==> config.mk <==
export PLATFORM = sky130hd
export DESIGN_NAME = pattern_match_fsm
export DESIGN_NICKNAME = d
export VERILOG_FILES = /design/src/rtl/pattern_match_fsm.sv
export SDC_FILE = /design/constraint.sdc
export NUM_CORES = 1
export LEC_CHECK = 0
export CORE_MARGIN = 2
export CORE_UTILIZATION = 50
export DETAILED_ROUTE_END_ITERATION = 12
export PLACE_DENSITY = 0.81
export SLEW_MARGIN = 30
export SYNTH_ARGS = -nofsm -noshare
export SYNTH_HDL_FRONTEND = slang
export SYNTH_SLANG_ARGS = --single-unit
==> constraint.sdc <==
create_clock -name clk -period 4.9 [get_ports clk]
set_clock_uncertainty 0.15 [all_clocks]
set_input_delay 0.98 -clock clk [delete_from_list [all_inputs] [get_ports clk]]
set_output_delay 0.98 -clock clk [all_outputs]
set_load 0.05 [all_outputs]
==> src/rtl/pattern_match_fsm.sv <==
// Streaming pattern detector: state is the matched-prefix length, pulses match on completion.
// Define PM_OVERLAP_EN for KMP fallback (overlapping matches); default restarts after each match.
module pattern_match_fsm #(
    parameter int unsigned DATA_W = 8,
    parameter int unsigned PAT_LEN = 5,
    parameter logic [PAT_LEN*DATA_W-1:0] PATTERN = "Hello",
    parameter int unsigned CNT_W = 16
) (
    input  logic                         clk,
    input  logic                         rst,
    input  logic                         clr,
    input  logic                         din_valid,
    input  logic [DATA_W-1:0]            din,
    output logic                         match,
    output logic                         led,
    output logic [CNT_W-1:0]             match_cnt,
    output logic [$clog2(PAT_LEN+1)-1:0] prog
);

    localparam int unsigned KW = $clog2(PAT_LEN + 1);
    typedef logic [KW-1:0] k_t;
    localparam k_t LastK = k_t'(PAT_LEN - 1);

    function automatic logic [DATA_W-1:0] sym(input int unsigned i);
        return PATTERN[(PAT_LEN-1-i)*DATA_W +: DATA_W];
    endfunction

`ifdef PM_OVERLAP_EN
    localparam int unsigned NB = PAT_LEN * PAT_LEN;

    // Bit [k*PAT_LEN+m] set when the first m symbols are a suffix of the first k symbols.
    function automatic logic [NB-1:0] calc_border();
        logic [NB-1:0] b;
        b = '0;
        for (int unsigned k = 0; k < PAT_LEN; k++) begin
            for (int unsigned m = 0; m <= k; m++) begin
                logic ok;
                ok = 1'b1;
                for (int unsigned i = 0; i < m; i++) begin
                    if (sym(i) != sym(k - m + i)) ok = 1'b0;
                end
                b[k*PAT_LEN+m] = ok;
            end
        end
        return b;
    endfunction

    localparam logic [NB-1:0] Border = calc_border();
`endif

    k_t               k_q, k_d, nxt;
    logic             match_q, match_d;
    logic             led_q, led_d;
    logic [CNT_W-1:0] cnt_q, cnt_d;
    logic             hit;
    int unsigned      kk;

    always_comb begin
        k_d     = k_q;
        match_d = 1'b0;
        led_d   = led_q;
        cnt_d   = cnt_q;
        hit     = 1'b0;
        nxt     = '0;
        kk      = 32'(k_q);
        if (clr) begin
            k_d   = '0;
            led_d = 1'b0;
            cnt_d = '0;
        end else if (k_q > LastK) begin
            k_d = '0;
        end else if (din_valid) begin
            hit = (k_q == LastK) && (din == sym(PAT_LEN - 1));
`ifdef PM_OVERLAP_EN
            // Longest candidate wins: a prefix of length l fits if its first l-1 symbols border
            // the current match and din equals its last symbol.
            for (int unsigned l = 1; l < PAT_LEN; l++) begin
                if ((l - 1 <= kk) && Border[kk*PAT_LEN+l-1] && (din == sym(l - 1))) begin
                    nxt = k_t'(l);
                end
            end
`else
            if (hit) begin
                nxt = '0;
            end else if ((k_q != LastK) && (din == sym(kk))) begin
                nxt = k_q + k_t'(1);
            end else if (din == sym(0)) begin
                nxt = k_t'(1);
            end else begin
                nxt = '0;
            end
`endif
            k_d = nxt;
            if (hit) begin
                match_d = 1'b1;
                led_d   = ~led_q;
                if (cnt_q != '1) cnt_d = cnt_q + CNT_W'(1);
            end
        end
    end

    always_ff @(posedge clk or posedge rst) begin
        if (rst) begin
            k_q     <= '0;
            match_q <= 1'b0;
            led_q   <= 1'b0;
            cnt_q   <= '0;
        end else begin
            k_q     <= k_d;
            match_q <= match_d;
            led_q   <= led_d;
            cnt_q   <= cnt_d;
        end
    end

    assign match     = match_q;
    assign led       = led_q;
    assign match_cnt = cnt_q;
    assign prog      = k_q;

endmodule

After elaboration in Yosys (flattened, before gate mapping)
Cells that the tools add are included.
Storage, ports and cells
  register bits after elaboration: 21
  input port bits: 12
  word-level logic and storage cells: 44
Operators by class
  add/subtract/negate cells: 3
  $lt $le $gt $ge: 1
  equal/unequal tests: 7
  shift-type cells: 1
  multiplexer cells: 19
  bitwise gates (word level): 1
  reductions and logical operators: 8
Operators by type and width (count)
  16-bit two-way mux: 5
  40-bit by 33-bit variable part select with 8-bit output (first input constant): 1
  16-bit by 1-bit adder with 16-bit output (second input constant): 1
  8-bit by 7-bit == test with 1-bit output (second input constant): 2
  16-bit inequality test (second input constant): 1
  3-bit two-way mux: 5
  1-bit two-way mux: 9
  8-bit == test: 1
  2-bit nonzero test: 3
  4-bit AND reduction: 1
  3-bit by 3-bit subtractor with 4-bit output (first input constant): 1
  3-bit by 1-bit adder with 3-bit output (second input constant): 1
  3-bit == test (second input constant): 1
  3-bit > comparator (second input constant): 1
  3-bit inequality test (second input constant): 1
  3-bit AND reduction: 1
  3-bit nonzero test: 1
  1-bit logical AND: 2
  2-bit inequality test (second input constant): 1
  1-bit NOT: 1

Depth between registers and ports, before layout
  depth in word-level cells: 9
  depth in mapped cells: 10

Worst setup path before layout
OpenSTA, ideal clock, no wires.
  kind: register to register
  start: reg k_q[0] (netlist: prog[0])
  end: reg cnt_q[10] (netlist: match_cnt[10])
  arrival time: 2.412 ns
  required time: 4.672 ns
  setup slack: 2.260 ns
  cell stages (with the launch flop): 11
  buffers on the path: 1
  path through: dfrtp_1 -> inv_1 -> ha_1 -> inv_1 -> ha_1 -> and2b_1 -> a41oi_2 -> a31o_1 -> buf_6 -> or4_1 -> a21oi_1
On the way
  cells in the longest elaborated chain, start to end: 4
Ends and longest elaborated chain
  start: declaration: line 51  | k_t k_q, k_d, nxt;
  start signal: assignment: line 109  | k_q <= k_d;
  branches (longest 3 deep; another with 3-bit > comparator)
  4-bit AND reduction (no source line) *
  end signal: assignment: line 112  | cnt_q <= cnt_d;
  end: declaration: line 54  | logic [CNT_W-1:0] cnt_q, cnt_d;
Every way passes the cells marked *.
A chain may end at the register's enable or synchronous reset.

Worst setup path after layout
  start: in clr
  end: reg cnt_q[10] (netlist: match_cnt[10])
On the way
  cells in the longest elaborated chain, start to end: 2
Ends and longest elaborated chain
  start: declaration: line 11  | input logic clr,
  2-bit inequality test (no source line) / 2-bit nonzero test (equally long branches)
  4-bit AND reduction (no source line)
Several ways; a longest one is shown, not always the timed one.

==> impl_metrics.tcl <==
set metrics [dict create \
    crit_required_ns 4.97 \
    worstMarginPinSlew_ns 0.799 \
    cts_tree "done" \
    hold_depth 2 \
    maximum_number_of_pins_on_one_net_before_global_route_repair 23 \
    synth_async_sr_flop_share_pct 100 \
    yosys_warns 0 \
    area_growth_pct 26.1 \
    start_util_pct 51.7 \
    chipWidth_um 56.7 \
    category_of_the_worst_setup_path_launch_point "primary input" \
    synth-edff-count 0 \
    grt_first_pass_wirelength_um 5820 \
    cts.sink_count 21 \
    synth_seq_cells 21 \
    postCtsSetupBuffers 0 \
    placedInstanceArea_mm2 0.00173 \
    postLayoutCellArea_mm2 0.00175 \
    hold_path_class "register to register" \
    post-route-util_pct 65.3 \
    via_per_inst 6.16 \
    synthesis.instances 160 \
    postRouteAntennaNets 0 \
    seq_area_frac_synth_pct 37.8 \
    worstSetupEndpointType "register" \
    drv_slew 0 \
    synthMostInstantiatedCell "dfrtp_1" \
    gp_routability_congestion 0.872 \
    insertedDiodeCount 0 \
    rr_startpoint "prog[0]" \
    dpl.cell_count 219 \
    io_buffers 32 \
    all_layer_global_routing_usage_pct 22.7 \
    grt_remaining_overflow 0 \
    htreeDepth 1 \
    worstReg2RegEnd "match_cnt[10]" \
    worst_skew_pair.late_latency_ns 0.30 \
    worstPathMaxFanout 22 \
    ys_top_cells_by_area "dfrtp_1 38%, ha_1 5.4%, a21oi_1 5.0%" \
    holdCritStartpoint "led" \
    netlist-cell-type-count 42 \
    number_of_antenna_violations_at_the_first_check_in_global_routing 0 \
    worst_r2r_setup_slack_ns 2.17 \
    power.density_mw_per_mm2 163 \
    design.die.area_mm2 0.00322 \
    cts.clk_slew.worst_paths_ns 0.12 \
    worst-r2r-cell-count 9 \
    root_buffer "clkbuf_4" \
    post_synth_most_frequent_cells "21 x dfrtp_1, 14 x a21oi_1, 13 x nor2_1, 11 x o21ai_0, 10 x nand2_1" \
    drt_initial_violations 50 \
    std_cell_rows 19 \
    grt_pass1_vias 1312 \
    outcome "completed" \
    ys_dominant_reg_cell "dfrtp_1" \
    post_synthesis_cell_type_with_the_largest_combined_area "dfrtp_1" \
    min_delay_worst_endpoint "led" \
    via_count 1374 \
    die_y_extent_um 56.7 \
    period_minus_slack_ns 3.15 \
    max-clock-path-buffers 2 \
    postSynthAreaPerCell_um2 8.69 \
    dp_hpwl_um 2500 \
    final_hold_viol_count 0 \
    power_leakage_uw 0.000678 \
    rsz_0062_raised_after_global_routing "no" \
    mappedNetlistNets 178 \
    fin_nets 211 \
    drv.max_cap_violation_count 0 \
    stdcell_count 223 \
    drive_gt1_share_pct 5.73 \
    synth.top_cell.area_share_pct 37.8 \
    wl_per_cell_um 15.2 \
    hold_buffers 0 \
    drc 0 \
    post_cts_resized 0 \
    power.ir.vdd_worst_mv 0.134 \
    setup-violations-final 0 \
    fillers 239 \
    setup_tns_ns 0 \
    setup.worst_path.class "primary input to register" \
    power_uw 285 \
    maxClockFrequency_mhz 318 \
    maxSlewHeadroom_pct 46.7 \
    routed_wirelength_um 3390 \
    worst-endpoint-arrival_ns 3.22 \
    timing.final.crit_share_pct 64.3 \
    design.core.area_mm2 0.00269 \
    syn-cell-area_mm2 0.00139 \
    tritoncts.num_buffers 3 \
    ioPinCount 33 \
    drt_first_pass_iters 4 \
]
## metal layers
| layer | vias to the layer above | part of all wire, % | routed length [um] | track usage, % |
|---|---|---|---|---|
| li1 | 669 | - | - | - |
| met3 | 8 | 4.5 | 151 | 3.46 |
| met5 | - | 0 | 0 | 0 |
| met1 | 653 | 46 | 1570 | 31.8 |
| met2 | 44 | 47 | 1610 | 34.9 |
| met4 | 0 | 1.8 | 60 | 9.18 |
## cell type report
cell class | instances | area [um2] | share of cell area (%)
Sequential cell | 21 | 526 | 30.0
Inverter | 8 | 30.0 | 1.71
Multi-Input combinational cell | 127 | 811 | 46.3
Tap cell | 31 | 38.8 | 2.21
Clock buffer | 3 | 22.5 | 1.28
Timing Repair Buffer | 32 | 320 | 18.3
Clock inverter | 1 | 5.00 | 0.286
## through the flow
step | worst slack (ns) | hold WS (ns)
2_1_floorplan | 2.26 | 0.659
3_3_place_gp | 1.54 | 0.374
3_5_place_dp | 1.47 | 0.399
4_1_cts | 1.80 | 0.428
5_1_grt | 1.66 | 0.468
6_report | 1.75 | 0.414
## placed cells by master (no fill, tap or decap), types with 2 or more instances in the layout
cell | Yosys | final
o31ai_1 | 3 | 3
nand2_1 | 10 | 10
nor2_1 | 13 | 13
a31oi_1 | 2 | 2
o21ai_0 | 11 | 11
dfrtp_1 | 21 | 21
or3_1 | 8 | 8
or4_1 | 3 | 3
a211oi_1 | 2 | 2
xnor2_1 | 3 | 3
nand2b_1 | 2 | 2
a21oi_1 | 14 | 14
ha_1 | 6 | 6
and3_1 | 2 | 2
nor3_1 | 5 | 5
clkbuf_4 | 0 | 3
nand3_1 | 9 | 9
and2_1 | 2 | 2
nand4_1 | 9 | 9
a31o_2 | 3 | 3
clkdlybuf4s50_1 | 0 | 32
and4_1 | 2 | 2
inv_1 | 8 | 8
## state kept, by name, indices dropped and copies added (netlist names)
| register | cells |
|---|---|
| led | 1 |
| match | 1 |
| match_cnt | 16 |
| prog | 3 |
## kinds of logic (layout without fill, tap and decap cells)
logic type,Yosys count,in the layout,synth area share (%)
and+or+nand+nor,72,72,28.5
AOI/OAI and AO/OA,43,43,20.3
DFF,21,21,37.8
buffers and inverters,12,44,3.87
adders and majority gates,6,6,5.40
xor gates and xnor gates,4,4,2.52
muxes,2,2,1.53
## report_power, final
group / total (uW) / leakage (uW) / switching (uW) / internal [uW]
Combinational: 29.9 / 0.000367 / 17.0 / 12.9
Sequential: 173 / 0.000294 / 0.0490 / 173
Clock: 82.0 / 0.0000177 / 51.6 / 30.5
## worst max path at each step
stage                       start       endpoint  slack [ns]
after floorplan           prog[0]  match_cnt[10]        2.26
after global placement        clr  match_cnt[12]        1.54
after detailed placement      clr  match_cnt[12]        1.47
after CTS                     clr  match_cnt[12]        1.80
after global routing          clr  match_cnt[10]        1.66
final                         clr  match_cnt[10]        1.75
## critical path: stages
cell and delay, ns:
clkdlybuf4s50_1 0.96, nor2_1 0.18, a31o_1 0.46, or4_1 0.47, a21oi_1 0.16
Power figures use the tool's default switching activity.
==> edit: new RTL, same flow settings <==
The parameter `CNT_W` goes from 16 to 24.
--- a/src/rtl/pattern_match_fsm.sv
+++ b/src/rtl/pattern_match_fsm.sv
@@ -5,5 +5,5 @@
     parameter int unsigned PAT_LEN = 5,
     parameter logic [PAT_LEN*DATA_W-1:0] PATTERN = "Hello",
-    parameter int unsigned CNT_W = 16
+    parameter int unsigned CNT_W = 24
 ) (
     input  logic                         clk,
Interface: changed (resized match_cnt); port bits go from 33 to 41. The function was not compared with the original's and may differ.
==> edit against the unedited design <==
Worst hold slack improved by 0.011 ns; global-route usage decreased by 2.0 points; routed wire length increased by 21%; area after synthesis increased by 40%; sequential cell count increased by 8; power increased by 65%; design area increased by 39%; worst setup slack got worse by 0.25 ns.
==> edit: results (changes against the unedited design) <==
Run status
  – Outcome: finished clean (unchanged)

Clocking
  – Clock Latency Late Sink: 0.28 ns (was 0.30 ns)
  – Root Driver: clkbuf_8 (was clkbuf_4)
  – Clock Pin Slew Worst Setup and Hold Paths: 0.06 ns (was 0.12 ns)
  – H-tree levels: 2 (was 1)

Synth
  – Post-Synth XOR/XNOR Area: 0.903% (was 2.52%)
  – Yosys cell types: 44 (was 42)
  – Sequential-to-total area share from yosys stat: 37.4% (was 37.8%)
  – Synthesized netlist net count: 234 (was 178)
  – Main area contributors after synthesis: dfrtp_1 37%, mux2_2 6.4%, nor2b_1 4.2%, ha_1 3.9%, nor2_1 3.7% (was dfrtp_1 38%, ha_1 5.4%, a21oi_1 5.0%, nand4_1 4.1%, o21ai_0 4.0%)
  – Post-Synth Adder-Cell Area: 3.87% (was 5.40%)

Global routing
  – Grt met2 use: 34.1% (was 34.9%)
  – Global Route Usage Sum: 20.7% (was 22.7%)
  – First-pass GRT wire length: 7080 um (was 5820 um)
  – GR Util met3: 5.11% (was 3.46%)
  – Vias in the first global route: 1593 (was 1312)

Setup path
  – Worst path top cell family by delay: simple AND/OR/NAND/NOR gates (was buffers and inverters)

Route
  – WL met2: 1980 um (was 1610 um)
  – DRT iter0 DRCs: 136 (was 50)
  – Met3 WL post-DR: 157 um (was 151 um)
  – WL/cell: 13.7 um (was 15.2 um)

Placed design
  – Detail Placement HPWL: 2880 um (was 2500 um)
  – GPL Wtd Cong: 0.805 (was 0.872)
  – IO buf count: 40 (was 32)

Timing
  – Worst slew margin: 56.9% (was 46.7%)

Layout
  – Max reg flops: 24 (was 16)
  – Share of layout cells above drive strength 1: 9.49% (was 5.73%)
  – Fill cells: 325 (was 239)
  – Final net count: 271 (was 211)

Power and ir drop
  – Sw Ratio: 22.6% (was 24.1%)
[edit: changes by cell type in the layout (fill, tap and decap cells not counted), sizes merged, moves of 7 or more]
| cell | delta |
|---|---|
| clkdlybuf4s50 | +8 |
| nor2b | +12 |
| mux2 | +10 |
| dfrtp | +8 |
| or4 | +7 |
[edit: cell type report]
type	instances	area (um^2)	area share, %
multi-input combinational	168	1120	46.0
timing repair buffer	42	415	17.1
tap	48	60.1	2.47
sequential	29	726	29.8
clock buffer	7	86.3	3.55
inverter	7	26.3	1.08
[edit: worst register-to-register path: stages, from the launching register on]
cell and delay (ns):
dfrtp_1 0.47, inv_1 0.14, ha_1 0.17, ha_1 0.17, nand2_1 0.06, or4_4 0.43
o21ba_2 0.41, nor4b_1 0.41, mux2_2 0.37
[edit: per-stage QoR]
stage | setup WS [ns] | utilization, % | instance area [um^2] | power (W) | instances
after global routing | 1.36 | 66.0 | 2430 | 0.000488 | 301
after global placement | 1.07 | 63.6 | 2350 | 0.000276 | 294
after CTS | 1.32 | 66.0 | 2430 | 0.000474 | 301
final | 1.50 | 66.0 | 2430 | 0.000470 | 301
after floorplan | 1.78 | - | 1940 | 0.000263 | 216
after detailed placement | 1.03 | 63.6 | 2350 | 0.000277 | 294
[edit: path summary, 6_finish.rpt]
check	from	endpoint	slack [ns]	depth (start not counted)
worst max-delay path	din_valid	match_cnt[11]	1.50	6
worst min-delay path	match_cnt[0]	match_cnt[0]	0.43	1
worst max register to register	prog[0]	match_cnt[11]	2.01	8
worst min register to register	match_cnt[0]	match_cnt[0]	0.43	1
max in group asynchronous	rst	match_cnt[23]	3.26	2
min in group asynchronous	rst	match_cnt[13]	0.93	2
